File: config.mk
export PLATFORM = sky130hd
export DESIGN_NAME = bram_video_reader
export DESIGN_NICKNAME = d
export VERILOG_FILES = /design/src/rtl/bram_video_reader_pkg.sv /design/src/rtl/bram_video_reader_timing.sv /design/src/rtl/bram_video_reader.sv
export SDC_FILE = /design/constraint.sdc
export NUM_CORES = 1
export LEC_CHECK = 0
export ABC_AREA = 1
export BUFFER_PORTS_ARGS = -buffer_cell sky130_fd_sc_hd__buf_2
export CAP_MARGIN = 20
export CORE_ASPECT_RATIO = 0.8
export CORE_MARGIN = 2
export CORE_UTILIZATION = 54
export DETAILED_ROUTE_END_ITERATION = 6
export GPL_ROUTABILITY_DRIVEN = 0
export PLACE_DENSITY = 0.73
export SETUP_SLACK_MARGIN = 0.5
export SYNTH_ARGS = -nofsm -noshare
export SYNTH_HDL_FRONTEND = slang
export SYNTH_SLANG_ARGS = --single-unit
File: constraint.sdc
create_clock -name pclk -period 4.6 [get_ports pclk]
set_input_delay 0.69 -clock pclk [delete_from_list [all_inputs] [get_ports pclk]]
set_output_delay 0.69 -clock pclk [all_outputs]
set_load 0.005 [all_outputs]
File: src/rtl/bram_video_reader_pkg.sv
// Shared timing constants, widths and types for the BRAM-backed DVI/VGA reader.
// Defaults describe the 640x480@60 raster.
package bram_video_reader_pkg;

    localparam int DEF_H_ACTIVE = 640;
    localparam int DEF_H_FP     = 16;
    localparam int DEF_H_SYNC   = 96;
    localparam int DEF_H_BP     = 48;
    localparam int DEF_V_ACTIVE = 480;
    localparam int DEF_V_FP     = 10;
    localparam int DEF_V_SYNC   = 2;
    localparam int DEF_V_BP     = 33;

    localparam int CNT_W  = 12;
    localparam int ADDR_W = 24;
    localparam int PIX_W  = 24;

    // {R,G,B} layout of a frame-buffer word
    localparam int R_MSB = 23;
    localparam int R_LSB = 16;
    localparam int G_MSB = 15;
    localparam int G_LSB = 8;
    localparam int B_MSB = 7;
    localparam int B_LSB = 0;

    typedef enum logic {ST_IDLE, ST_RUN} vt_state_e;

    // Control bits carried down the alignment pipeline; hs/vs hold pin levels
    typedef struct packed {
        logic hs;
        logic vs;
        logic de;
        logic fs;
    } vid_ctl_t;

    function automatic int h_total(input int act, input int fp, input int sync, input int bp);
        return act + fp + sync + bp;
    endfunction

    function automatic int v_total(input int act, input int fp, input int sync, input int bp);
        return act + fp + sync + bp;
    endfunction

endpackage

File: src/rtl/bram_video_reader_timing.sv
// Raster counters with a run/idle FSM; a started frame always runs to completion.
// Decoded hs/vs/de/fs are active-high and forced low while idle.
module video_timing_gen
    import bram_video_reader_pkg::*;
#(
    parameter int H_ACTIVE = DEF_H_ACTIVE,
    parameter int H_FP     = DEF_H_FP,
    parameter int H_SYNC   = DEF_H_SYNC,
    parameter int H_BP     = DEF_H_BP,
    parameter int V_ACTIVE = DEF_V_ACTIVE,
    parameter int V_FP     = DEF_V_FP,
    parameter int V_SYNC   = DEF_V_SYNC,
    parameter int V_BP     = DEF_V_BP
) (
    input  logic             clk_i,
    input  logic             rst_i,
    input  logic             en_i,
    output logic [CNT_W-1:0] h_o,
    output logic [CNT_W-1:0] v_o,
    output logic             run_o,
    output logic             de_o,
    output logic             hs_o,
    output logic             vs_o,
    output logic             fs_o
);
    localparam int H_TOTAL = h_total(H_ACTIVE, H_FP, H_SYNC, H_BP);
    localparam int V_TOTAL = v_total(V_ACTIVE, V_FP, V_SYNC, V_BP);
    localparam logic [CNT_W-1:0] H_LAST = CNT_W'(H_TOTAL - 1);
    localparam logic [CNT_W-1:0] V_LAST = CNT_W'(V_TOTAL - 1);
    localparam logic [CNT_W-1:0] HA_C   = CNT_W'(H_ACTIVE);
    localparam logic [CNT_W-1:0] VA_C   = CNT_W'(V_ACTIVE);
    localparam logic [CNT_W-1:0] HS_BEG = CNT_W'(H_ACTIVE + H_FP);
    localparam logic [CNT_W-1:0] HS_END = CNT_W'(H_ACTIVE + H_FP + H_SYNC);
    localparam logic [CNT_W-1:0] VS_BEG = CNT_W'(V_ACTIVE + V_FP);
    localparam logic [CNT_W-1:0] VS_END = CNT_W'(V_ACTIVE + V_FP + V_SYNC);

    vt_state_e        state_q;
    logic [CNT_W-1:0] h_q;
    logic [CNT_W-1:0] v_q;

    always_ff @(posedge clk_i or posedge rst_i) begin
        if (rst_i) begin
            state_q <= ST_IDLE;
            h_q     <= '0;
            v_q     <= '0;
        end else begin
            case (state_q)
                ST_IDLE: if (en_i) state_q <= ST_RUN;
                ST_RUN: begin
                    if (h_q == H_LAST) begin
                        h_q <= '0;
                        if (v_q == V_LAST) begin
                            v_q <= '0;
                            // en is only honoured here, at the frame boundary
                            if (!en_i) state_q <= ST_IDLE;
                        end else begin
                            v_q <= v_q + 1'b1;
                        end
                    end else begin
                        h_q <= h_q + 1'b1;
                    end
                end
                default: state_q <= ST_IDLE;
            endcase
        end
    end

    assign h_o   = h_q;
    assign v_o   = v_q;
    assign run_o = (state_q == ST_RUN);
    assign de_o  = run_o && (h_q < HA_C) && (v_q < VA_C);
    assign hs_o  = run_o && (h_q >= HS_BEG) && (h_q < HS_END);
    assign vs_o  = run_o && (v_q >= VS_BEG) && (v_q < VS_END);
    assign fs_o  = run_o && (h_q == '0) && (v_q == '0);

endmodule

File: src/rtl/bram_video_reader.sv
// Scans the stored IMG_W x IMG_H frame buffer, upscales it by pixel replication and
// emits an aligned DVI/VGA stream; address stage is 1 cycle, data stage RD_LAT+1 more.
module bram_video_reader
    import bram_video_reader_pkg::*;
#(
    parameter int H_ACTIVE = DEF_H_ACTIVE,
    parameter int H_FP     = DEF_H_FP,
    parameter int H_SYNC   = DEF_H_SYNC,
    parameter int H_BP     = DEF_H_BP,
    parameter int V_ACTIVE = DEF_V_ACTIVE,
    parameter int V_FP     = DEF_V_FP,
    parameter int V_SYNC   = DEF_V_SYNC,
    parameter int V_BP     = DEF_V_BP,
    parameter bit HS_POL   = 1'b0,
    parameter bit VS_POL   = 1'b0,
    parameter int SCALE    = 2,
    parameter int RD_LAT   = 1
) (
    input  logic              pclk,
    input  logic              aRst,
    input  logic              i_en,
    input  logic [PIX_W-1:0]  bram_dout,
    output logic [ADDR_W-1:0] bramaddr24b,
    output logic              o_rd_en,
    output logic              o_HSync,
    output logic              o_VSync,
    output logic              o_VDE,
    output logic [7:0]        rgb_r,
    output logic [7:0]        rgb_g,
    output logic [7:0]        rgb_b,
    output logic              o_frame_start
);
    localparam int SC_W = (SCALE > 1) ? $clog2(SCALE) : 1;
    localparam logic [SC_W-1:0]   SC_LAST    = SC_W'(SCALE - 1);
    localparam logic [ADDR_W-1:0] IMG_W_C    = ADDR_W'(H_ACTIVE / SCALE);
    localparam logic [CNT_W-1:0]  H_LAST_ACT = CNT_W'(H_ACTIVE - 1);
    localparam logic [CNT_W-1:0]  VA_C       = CNT_W'(V_ACTIVE);
    localparam vid_ctl_t CTL_RST = '{hs: !HS_POL, vs: !VS_POL, de: 1'b0, fs: 1'b0};

    logic [CNT_W-1:0] h_cnt, v_cnt;
    logic run, de_raw, hs_raw, vs_raw, fs_raw;

    video_timing_gen #(
        .H_ACTIVE(H_ACTIVE), .H_FP(H_FP), .H_SYNC(H_SYNC), .H_BP(H_BP),
        .V_ACTIVE(V_ACTIVE), .V_FP(V_FP), .V_SYNC(V_SYNC), .V_BP(V_BP)
    ) u_timing (
        .clk_i(pclk), .rst_i(aRst), .en_i(i_en),
        .h_o(h_cnt), .v_o(v_cnt), .run_o(run),
        .de_o(de_raw), .hs_o(hs_raw), .vs_o(vs_raw), .fs_o(fs_raw)
    );

    logic [SC_W-1:0]   col_q, row_q;
    logic [ADDR_W-1:0] ptr_q, base_q, addr_q;
    logic              rd_en_q;

    // ptr_q is the address of the pixel under the counters; col/row count replicas
    always_ff @(posedge pclk or posedge aRst) begin
        if (aRst) begin
            col_q   <= '0;
            row_q   <= '0;
            ptr_q   <= '0;
            base_q  <= '0;
            addr_q  <= '0;
            rd_en_q <= 1'b0;
        end else begin
            rd_en_q <= de_raw;
            if (!run || v_cnt >= VA_C) begin
                col_q  <= '0;
                row_q  <= '0;
                ptr_q  <= '0;
                base_q <= '0;
            end else if (de_raw) begin
                addr_q <= ptr_q;
                if (h_cnt == H_LAST_ACT) begin
                    col_q <= '0;
                    if (row_q == SC_LAST) begin
                        row_q  <= '0;
                        base_q <= base_q + IMG_W_C;
                        ptr_q  <= base_q + IMG_W_C;
                    end else begin
                        row_q <= row_q + 1'b1;
                        ptr_q <= base_q;
                    end
                end else if (col_q == SC_LAST) begin
                    col_q <= '0;
                    ptr_q <= ptr_q + 1'b1;
                end else begin
                    col_q <= col_q + 1'b1;
                end
            end
        end
    end

    vid_ctl_t                ctl_raw;
    vid_ctl_t [RD_LAT+1:0]   pipe_q;
    logic     [PIX_W-1:0]    rgb_q;

    always_comb begin
        ctl_raw    = CTL_RST;
        ctl_raw.hs = hs_raw ? HS_POL : !HS_POL;
        ctl_raw.vs = vs_raw ? VS_POL : !VS_POL;
        ctl_raw.de = de_raw;
        ctl_raw.fs = fs_raw;
    end

    // Stage RD_LAT holds the control word matching the data now on bram_dout
    always_ff @(posedge pclk or posedge aRst) begin
        if (aRst) begin
            for (int i = 0; i <= RD_LAT + 1; i++) pipe_q[i] <= CTL_RST;
            rgb_q <= '0;
        end else begin
            pipe_q <= {pipe_q[RD_LAT:0], ctl_raw};
            rgb_q  <= pipe_q[RD_LAT].de ? bram_dout : '0;
        end
    end

    assign bramaddr24b   = addr_q;
    assign o_rd_en       = rd_en_q;
    assign o_HSync       = pipe_q[RD_LAT+1].hs;
    assign o_VSync       = pipe_q[RD_LAT+1].vs;
    assign o_VDE         = pipe_q[RD_LAT+1].de;
    assign o_frame_start = pipe_q[RD_LAT+1].fs;
    assign rgb_r         = rgb_q[R_MSB:R_LSB];
    assign rgb_g         = rgb_q[G_MSB:G_LSB];
    assign rgb_b         = rgb_q[B_MSB:B_LSB];

endmodule

==> results.sh, run 1 <==
export IMPL_status="completed"
export IMPL_timing_critical_path_required_ps=4910
export IMPL_postCtsSetupBuffers=0
export IMPL_hold_viol=0
export IMPL_avgRoutedWirePerCell_um=14.2
export IMPL_drv_slew=0
export IMPL_num_vias=5766
export IMPL_fp_row_count=36
export IMPL_grt_overflow=0
export IMPL_yosysSeqAreaShare=0.490
export IMPL_synth_nets=882
export IMPL_slew_headroom=0.431
export IMPL_fin_skew_ps=10.8
export IMPL_cpPeakStageDelay_ps=550
export IMPL_dpl_cell_count=1063
export IMPL_clk_pin_slew_worst_paths_ps=60
export IMPL_cts_tree="yes"
export IMPL_route_met2_wl_um=6770
export IMPL_antenna_found_initial=0
export IMPL_initial_core_util=0.547
export IMPL_tightest_slew_ps=853
export IMPL_cp_max_fo=30
export IMPL_finalCritPeriodShare=0.536
export IMPL_netlist_instances=849
export IMPL_cts_htree_levels=4
export IMPL_path_cells="ha_1, nand3_1, inv_1, nand3_2, nand2_2, inv_4, nor2_1, nor2_1, nand2_1, nand2_1"
export IMPL_synthesis_area_sq_mm=0.00660
export IMPL_synth_seq_cells=129
export IMPL_cpLargestDelayFamily="simple AND/OR/NAND/NOR gates"
export IMPL_critPathCaptureType="flip-flop"
export IMPL_areaGrowthSynthToFinish_pct=15.8
export IMPL_top_layer="met4"
export IMPL_grt_pass1_wl_um=26100
export IMPL_critical_path_arrival_ps=2770
export IMPL_layout_commonest_cell="nand2_1"
export IMPL_final_antenna_net_count=0
export IMPL_hold_depth=0
export IMPL_root_buffer="clkbuf_16"
export IMPL_first_global_vias=5255
export IMPL_final_nets=963
export IMPL_wl_met1_um=7360
export IMPL_fill_cells=1037
export IMPL_clock_sinks=129
export IMPL_cp_depth=10
export IMPL_min_period_ps=2460
export IMPL_drt_pass1_iter_count=5
export IMPL_numPortBuffers=79
export IMPL_setup_violations=0
export IMPL_drc=0
export IMPL_ios=80
export IMPL_critical_path_buf_inv_count=2
export IMPL_dr_wl_met3_um=1220
export IMPL_yosysUniqueCellTypes=39
export IMPL_cpMaxStageDelayCell="nand2_2"
export IMPL_cts_hold_buf=0
export IMPL_wirelength_um=15500
export IMPL_ir_drop_v=0.000272
export IMPL_powerDensity_mw_per_mm2=451
export IMPL_synth_area_per_cell_sq_um=7.78
export IMPL_rsz0062_at_grt="false"
export IMPL_vias_per_cell=5.27
export IMPL_critPathKind="flip-flop to flip-flop"
export IMPL_n_antenna_cell=0
export IMPL_stdcell_count=1095
export IMPL_hold_class="flip-flop to flip-flop"
export IMPL_cap_violations=0
export IMPL_r2r_cells=10
export IMPL_cp_start_kind="flip-flop"
export IMPL_clk_latency_ps=420
export IMPL_core_area_sq_mm=0.0121
export IMPL_layout_common_cells="nand2_1 (269), dfrtp_1 (123), inv_1 (104)"
export IMPL_clockBufferDepth=2
export IMPL_setup_tns_ps=0
export IMPL_drt_iter0_drc=600
export IMPL_fp_dieH_um=103
export IMPL_grt_max_degree=69
export IMPL_numCtsBuffers=17
export IMPL_drive_above_1_share=0.159
export IMPL_cts_resized=0
export IMPL_p_leak_nw=3.84
export IMPL_hpwl_um=11000
export IMPL_fp_dieArea_sq_mm=0.0131
export IMPL_die_x_um=128
export IMPL_max_freq_mhz=406
export IMPL_synth_yosys_warnings=0
export IMPL_grt_usage=0.254
## cell usage after synthesis (all sizes together)
cell,instances,share of area
nor4,4,0.0038
a31oi,1,0.0019
nor3,14,0.011
mux2i,1,0.0015
nand4,15,0.014
nand3,74,0.058
dfstp,6,0.024
o211ai,1,0.0011
xor2,14,0.019
o21a,13,0.015
a31o,1,0.0013
and2,1,0.00095
or4,1,0.0011
nor2,77,0.049
a21oi,7,0.0053
dfrtp,123,0.47
o22ai,3,0.0028
nand2,276,0.16
o21ai,68,0.054
o21bai,3,0.0034
inv,113,0.065
nand3b,4,0.0045
ha,6,0.011
xnor2,4,0.0053
buf,16,0.016
clkbuf,3,0.0017
## routing by layer
layer / track usage / vias up
met5: 0 / -
met1: 0.368 / 2651
met2: 0.385 / 226
met3: 0.0550 / 19
met4: 0.0854 / 0
li1: - / 2870
## through the flow
| stage | setup slack, ps | util | power, mW | hold slack, ps | area (sq um) |
|---|---|---|---|---|---|
| floorplan | 2320 | - | 1.99 | 331 | 6610 |
| global placement | 2390 | 0.587 | 2.16 | 332 | 7090 |
| detailed placement | 2270 | 0.587 | 2.18 | 342 | 7090 |
| CTS | 2200 | 0.633 | 3.46 | 354 | 7650 |
| global route | 1910 | 0.633 | 3.66 | 354 | 7650 |
| finish | 2140 | 0.633 | 3.45 | 349 | 7650 |
## flip-flops by register name, indices dropped and copies added, names as in the netlist
register / cells
u_timing.run_o: 1
base_q: 18
o_HSync: 1
rgb_q: 24
col_q: 1
row_q: 1
ptr_q: 24
o_VDE: 1
pipe_q: 8
u_timing.v_o: 12
o_frame_start: 1
bramaddr24b: 24
u_timing.h_o: 12
o_VSync: 1
## cells by family after synthesis
group,count (synthesis),share of synthesized area
AO/OA/AOI/OAI,97,0.0845
XOR/XNOR,18,0.0239
adder cells (fa/ha/maj),6,0.0114
buffers and inverters,132,0.0830
flip-flops,129,0.490
multiplexers,1,0.00152
AND/OR/NAND/NOR,466,0.306
## cell type report
cell class                      instances  area (sq um)  area share
Multi-Input combinational cell        588          2820       0.369
Timing Repair Buffer                   81           410      0.0537
Clock buffer                           18           439      0.0574
Clock inverter                         14           119      0.0155
Tap cell                              152           190      0.0249
Inverter                              113           433      0.0566
Sequential cell                       129          3240       0.423
## where the power goes
part           internal [mW]  switching [mW]
clock network          0.721           0.550
registers               1.30           0.189
logic                  0.262           0.429
total                   2.28            1.17
## final timing paths
path,start,to,slack (ps)
setup / recovery,u_timing.h_o[1]$_DFFE_PP0P_,ptr_q[10]$_DFFE_PP0P_,2140
max in group asynchronous,aRst,base_q[22]$_DFFE_PP0P_,3480
min in group asynchronous,aRst,o_frame_start$_DFF_PP0_,500
hold / removal,pipe_q[0]$_DFF_PP0_,pipe_q[4]$_DFF_PP0_,350
setup reg to reg,u_timing.h_o[1]$_DFFE_PP0P_,ptr_q[10]$_DFFE_PP0P_,2140
hold reg to reg,pipe_q[0]$_DFF_PP0_,pipe_q[4]$_DFF_PP0_,350
(Power assumes the default switching activity.)
==> inputs of run 2 (changes only) <==
Settings changed: ABC_AREA 1 to 0.
Clock period 4.6 ns to 2.4 ns, I/O delays scaled along.
==> run 2 against run 1 <==
Effect of this change: sequential cell count stayed put; count of clock-buffer cells in the layout rose by 1; wire length up 18%; power is 46% higher; critical path depth fell by 3; clock power rose by 110%; sequential share of layout area down 4.9 points; final cell count decreased by 14%; clock skew is 0.98 ps higher; synthesized area down 7.1%; register-to-register slack got worse by 1900 ps; largest cell class is now multi-input gates; highest routed layer unchanged.
==> results.sh, run 2 <==
export IMPL_cts_hold_buf=0
export IMPL_drive_above_1_share=0.370
export IMPL_timing_rr_end="ptr_q[11]$_DFFE_PP0P_"
export IMPL_cts_htree_levels=4
export IMPL_yosysUniqueCellTypes=56
export IMPL_clk_pin_slew_worst_paths_ps=60
export IMPL_clockBufferDepth=2
export IMPL_grt_overflow=0
export IMPL_totalPowerFinal_mw=5.02
export IMPL_ir_drop_v=0.000415
export IMPL_hold_class="primary input to asynchronous set/reset pin"
export IMPL_fp_dieArea_sq_mm=0.0122
export IMPL_clk_latency_ps=420
export IMPL_wirelength_um=18300
export IMPL_powerDensity_mw_per_mm2=581
export IMPL_ios=80
export IMPL_avgRoutedWirePerCell_um=19.5
export IMPL_tightest_slew_ps=745
export IMPL_hold_viol=0
export IMPL_reg2reg_slack_ps=190
export IMPL_drc=0
export IMPL_synth_area_per_cell_sq_um=9.47
export IMPL_placedInstanceArea_sq_mm=0.00688
export IMPL_post_route_util=0.787
export IMPL_critPathCaptureType="flip-flop"
export IMPL_fp_row_count=34
export IMPL_numPortBuffers=79
export IMPL_clock_sinks=129
export IMPL_synthArstFlopShare=1.00
export IMPL_path_common_cell="buf_6"
export IMPL_num_vias=5699
export IMPL_synth_most_common_cell="dfrtp_1"
export IMPL_min_period_ps=2210
export IMPL_root_buffer="clkbuf_16"
export IMPL_timing_critical_path_required_ps=2710
export IMPL_antenna_found_initial=0
export IMPL_synthesis_area_sq_mm=0.00613
export IMPL_vias_per_cell=6.05
export IMPL_slew_headroom=0.502
export IMPL_synth_seq_cells=129
export IMPL_finalCritPeriodShare=0.922
export IMPL_synth_top_cell_by_area="dfrtp_1"
export IMPL_path_cells="or4b_4, buf_6, o31a_1, o21ai_2, buf_6, o21ai_0, a22o_1"
export IMPL_synth_yosys_warnings=0
export IMPL_cap_violations=0
export IMPL_netlist_top_cells_count="dfrtp_1 (123), nand2_1 (117), nor2_1 (46)"
export IMPL_areaGrowthSynthToFinish_pct=40.9
export IMPL_drt_pass1_iter_count=5
export IMPL_cpMaxStageDelayCell="or4b_4"
export IMPL_n_antenna_cell=0
export IMPL_fill_cells=624
export IMPL_final_nets=818
export IMPL_setup_violations=0
export IMPL_hpwl_um=10300
export IMPL_first_global_vias=5497
export IMPL_synth_ff_type="dfrtp_1"
export IMPL_netlist_instances=648
export IMPL_status="completed"
export IMPL_worst_hold_slack_ps=60.1
export IMPL_fin_skew_ps=11.8
export IMPL_fp_dieH_um=99.3
export IMPL_cp_start_kind="flip-flop"
export IMPL_r2r_cells=7
export IMPL_numCtsBuffers=17
export IMPL_p_leak_nw=4.17
export IMPL_cp_depth=7
export IMPL_core_area_sq_mm=0.0110
export IMPL_synth_edf_count=0
export IMPL_rsz0062_at_grt="true"
export IMPL_die_x_um=123
export IMPL_cpLargestDelayFamily="compound AO/OA/AOI/OAI gates"
export IMPL_ys_top_cells_by_area="dfrtp_1 (50%), nand2_1 (7.2%), xor2_1 (3.9%)"
export IMPL_initial_core_util=0.559
export IMPL_grt_usage=0.302
export IMPL_r2r_start="u_timing.h_o[11]$_DFFE_PP0P_"
export IMPL_max_freq_mhz=452
export IMPL_postLayoutCellArea_sq_mm=0.00864
export IMPL_cts_tree="yes"
export IMPL_grt_max_degree=65
export IMPL_critPathKind="flip-flop to flip-flop"
export IMPL_drt_iter0_drc=505
export IMPL_cpPeakStageDelay_ps=590
export IMPL_critical_path_arrival_ps=2520
export IMPL_yosysSeqAreaShare=0.528
export IMPL_grt_pass1_wl_um=28500
export IMPL_layout_common_cells="dfrtp_1 (123), buf_2 (79), nand2_1 (64)"
export IMPL_cp_max_fo=7
export IMPL_drv_slew=0
export IMPL_synth_top_area_frac=0.502
export IMPL_setup_tns_ps=0
export IMPL_layout_commonest_cell="dfrtp_1"
export IMPL_critical_path_buf_inv_count=2
export IMPL_final_antenna_net_count=0
export IMPL_synth_nets=681
run 2: changes by cell type after synthesis, sizes merged, moves of 11 or more:
cell	change
o21a	-12
nand2	-159
clkbuf	+23
o21ai	-28
nand3	-52
a21oi	+11
nor2	-31
inv	-97
xnor2	+14
and2	+25
xor2	+13
run 2: final cells by class:
class	instances	area (sq um)	share of cell area
clock buffers	19	443	0.0513
inverters	16	71.3	0.00825
clock inverters	13	174	0.0201
well taps	144	180	0.0209
repair buffers	151	1280	0.148
flip-flops and latches	129	3240	0.374
multi-input cells	470	3260	0.377
run 2: cells by family (layout without fill, tap and decap cells):
kind of cell    count (synthesis)  count (layout)  synth area share
fa+ha+maj                       6               6            0.0122
buf+inv                        49             199            0.0310
simple gates                  311             311             0.252
flops                         129             129             0.528
xor+xnor                       45              45            0.0643
mux                             4               4           0.00653
compound gates                104             104             0.106
run 2: metal layers:
| metal | part of all wire | vias up | GRT usage | wire length (um) |
|---|---|---|---|---|
| met5 | 0 | - | 0 | 0 |
| met4 | 0.033 | 0 | 0.122 | 609 |
| met3 | 0.092 | 63 | 0.0866 | 1690 |
| met2 | 0.47 | 327 | 0.463 | 8670 |
| met1 | 0.40 | 2756 | 0.406 | 7360 |
| li1 | - | 2553 | - | - |
run 2: how the worst max path moves through the flow:
stage,start,endpoint,slack (ps)
after detailed placement,u_timing.v_o[11]$_DFFE_PP0P_,ptr_q[22]$_DFFE_PP0P_,70
after floorplan,u_timing.h_o[11]$_DFFE_PP0P_,base_q[13]$_DFFE_PP0P_,200
after global placement,ptr_q[0]$_DFFE_PP0P_,ptr_q[16]$_DFFE_PP0P_,160
final,u_timing.h_o[11]$_DFFE_PP0P_,ptr_q[11]$_DFFE_PP0P_,190
after CTS,u_timing.h_o[8]$_DFFE_PP0P_,ptr_q[23]$_DFFE_PP0P_,230
after global routing,u_timing.h_o[11]$_DFFE_PP0P_,ptr_q[8]$_DFFE_PP0P_,140
run 2: repair_timing:
item	CTS	global route
setup buffers	25	11
cloned	7	1
pin swaps	33	38
gates resized for setup	82	83
setup endpoints to repair	80	81
run 2: power breakdown:
part | internal, mW | total, mW | switching (mW)
registers | 2.20 | 2.20 | 0.00475
logic | 0.0454 | 0.113 | 0.0671
clock network | 1.68 | 2.71 | 1.03
run 2: worst register-to-register path, cell delays in order, from the launching register on:
cell and delay (ps):
dfrtp_1 400, or4b_4 590, buf_6 140, o31a_1 340, o21ai_2 190, buf_6 160, o21ai_0 90, a22o_1 190
run 2: per-stage QoR:
step	setup slack (ps)	instances
floorplan	196	648
global placement	163	866
detailed placement	72.3	866
CTS	231	930
global route	135	942
finish	188	942
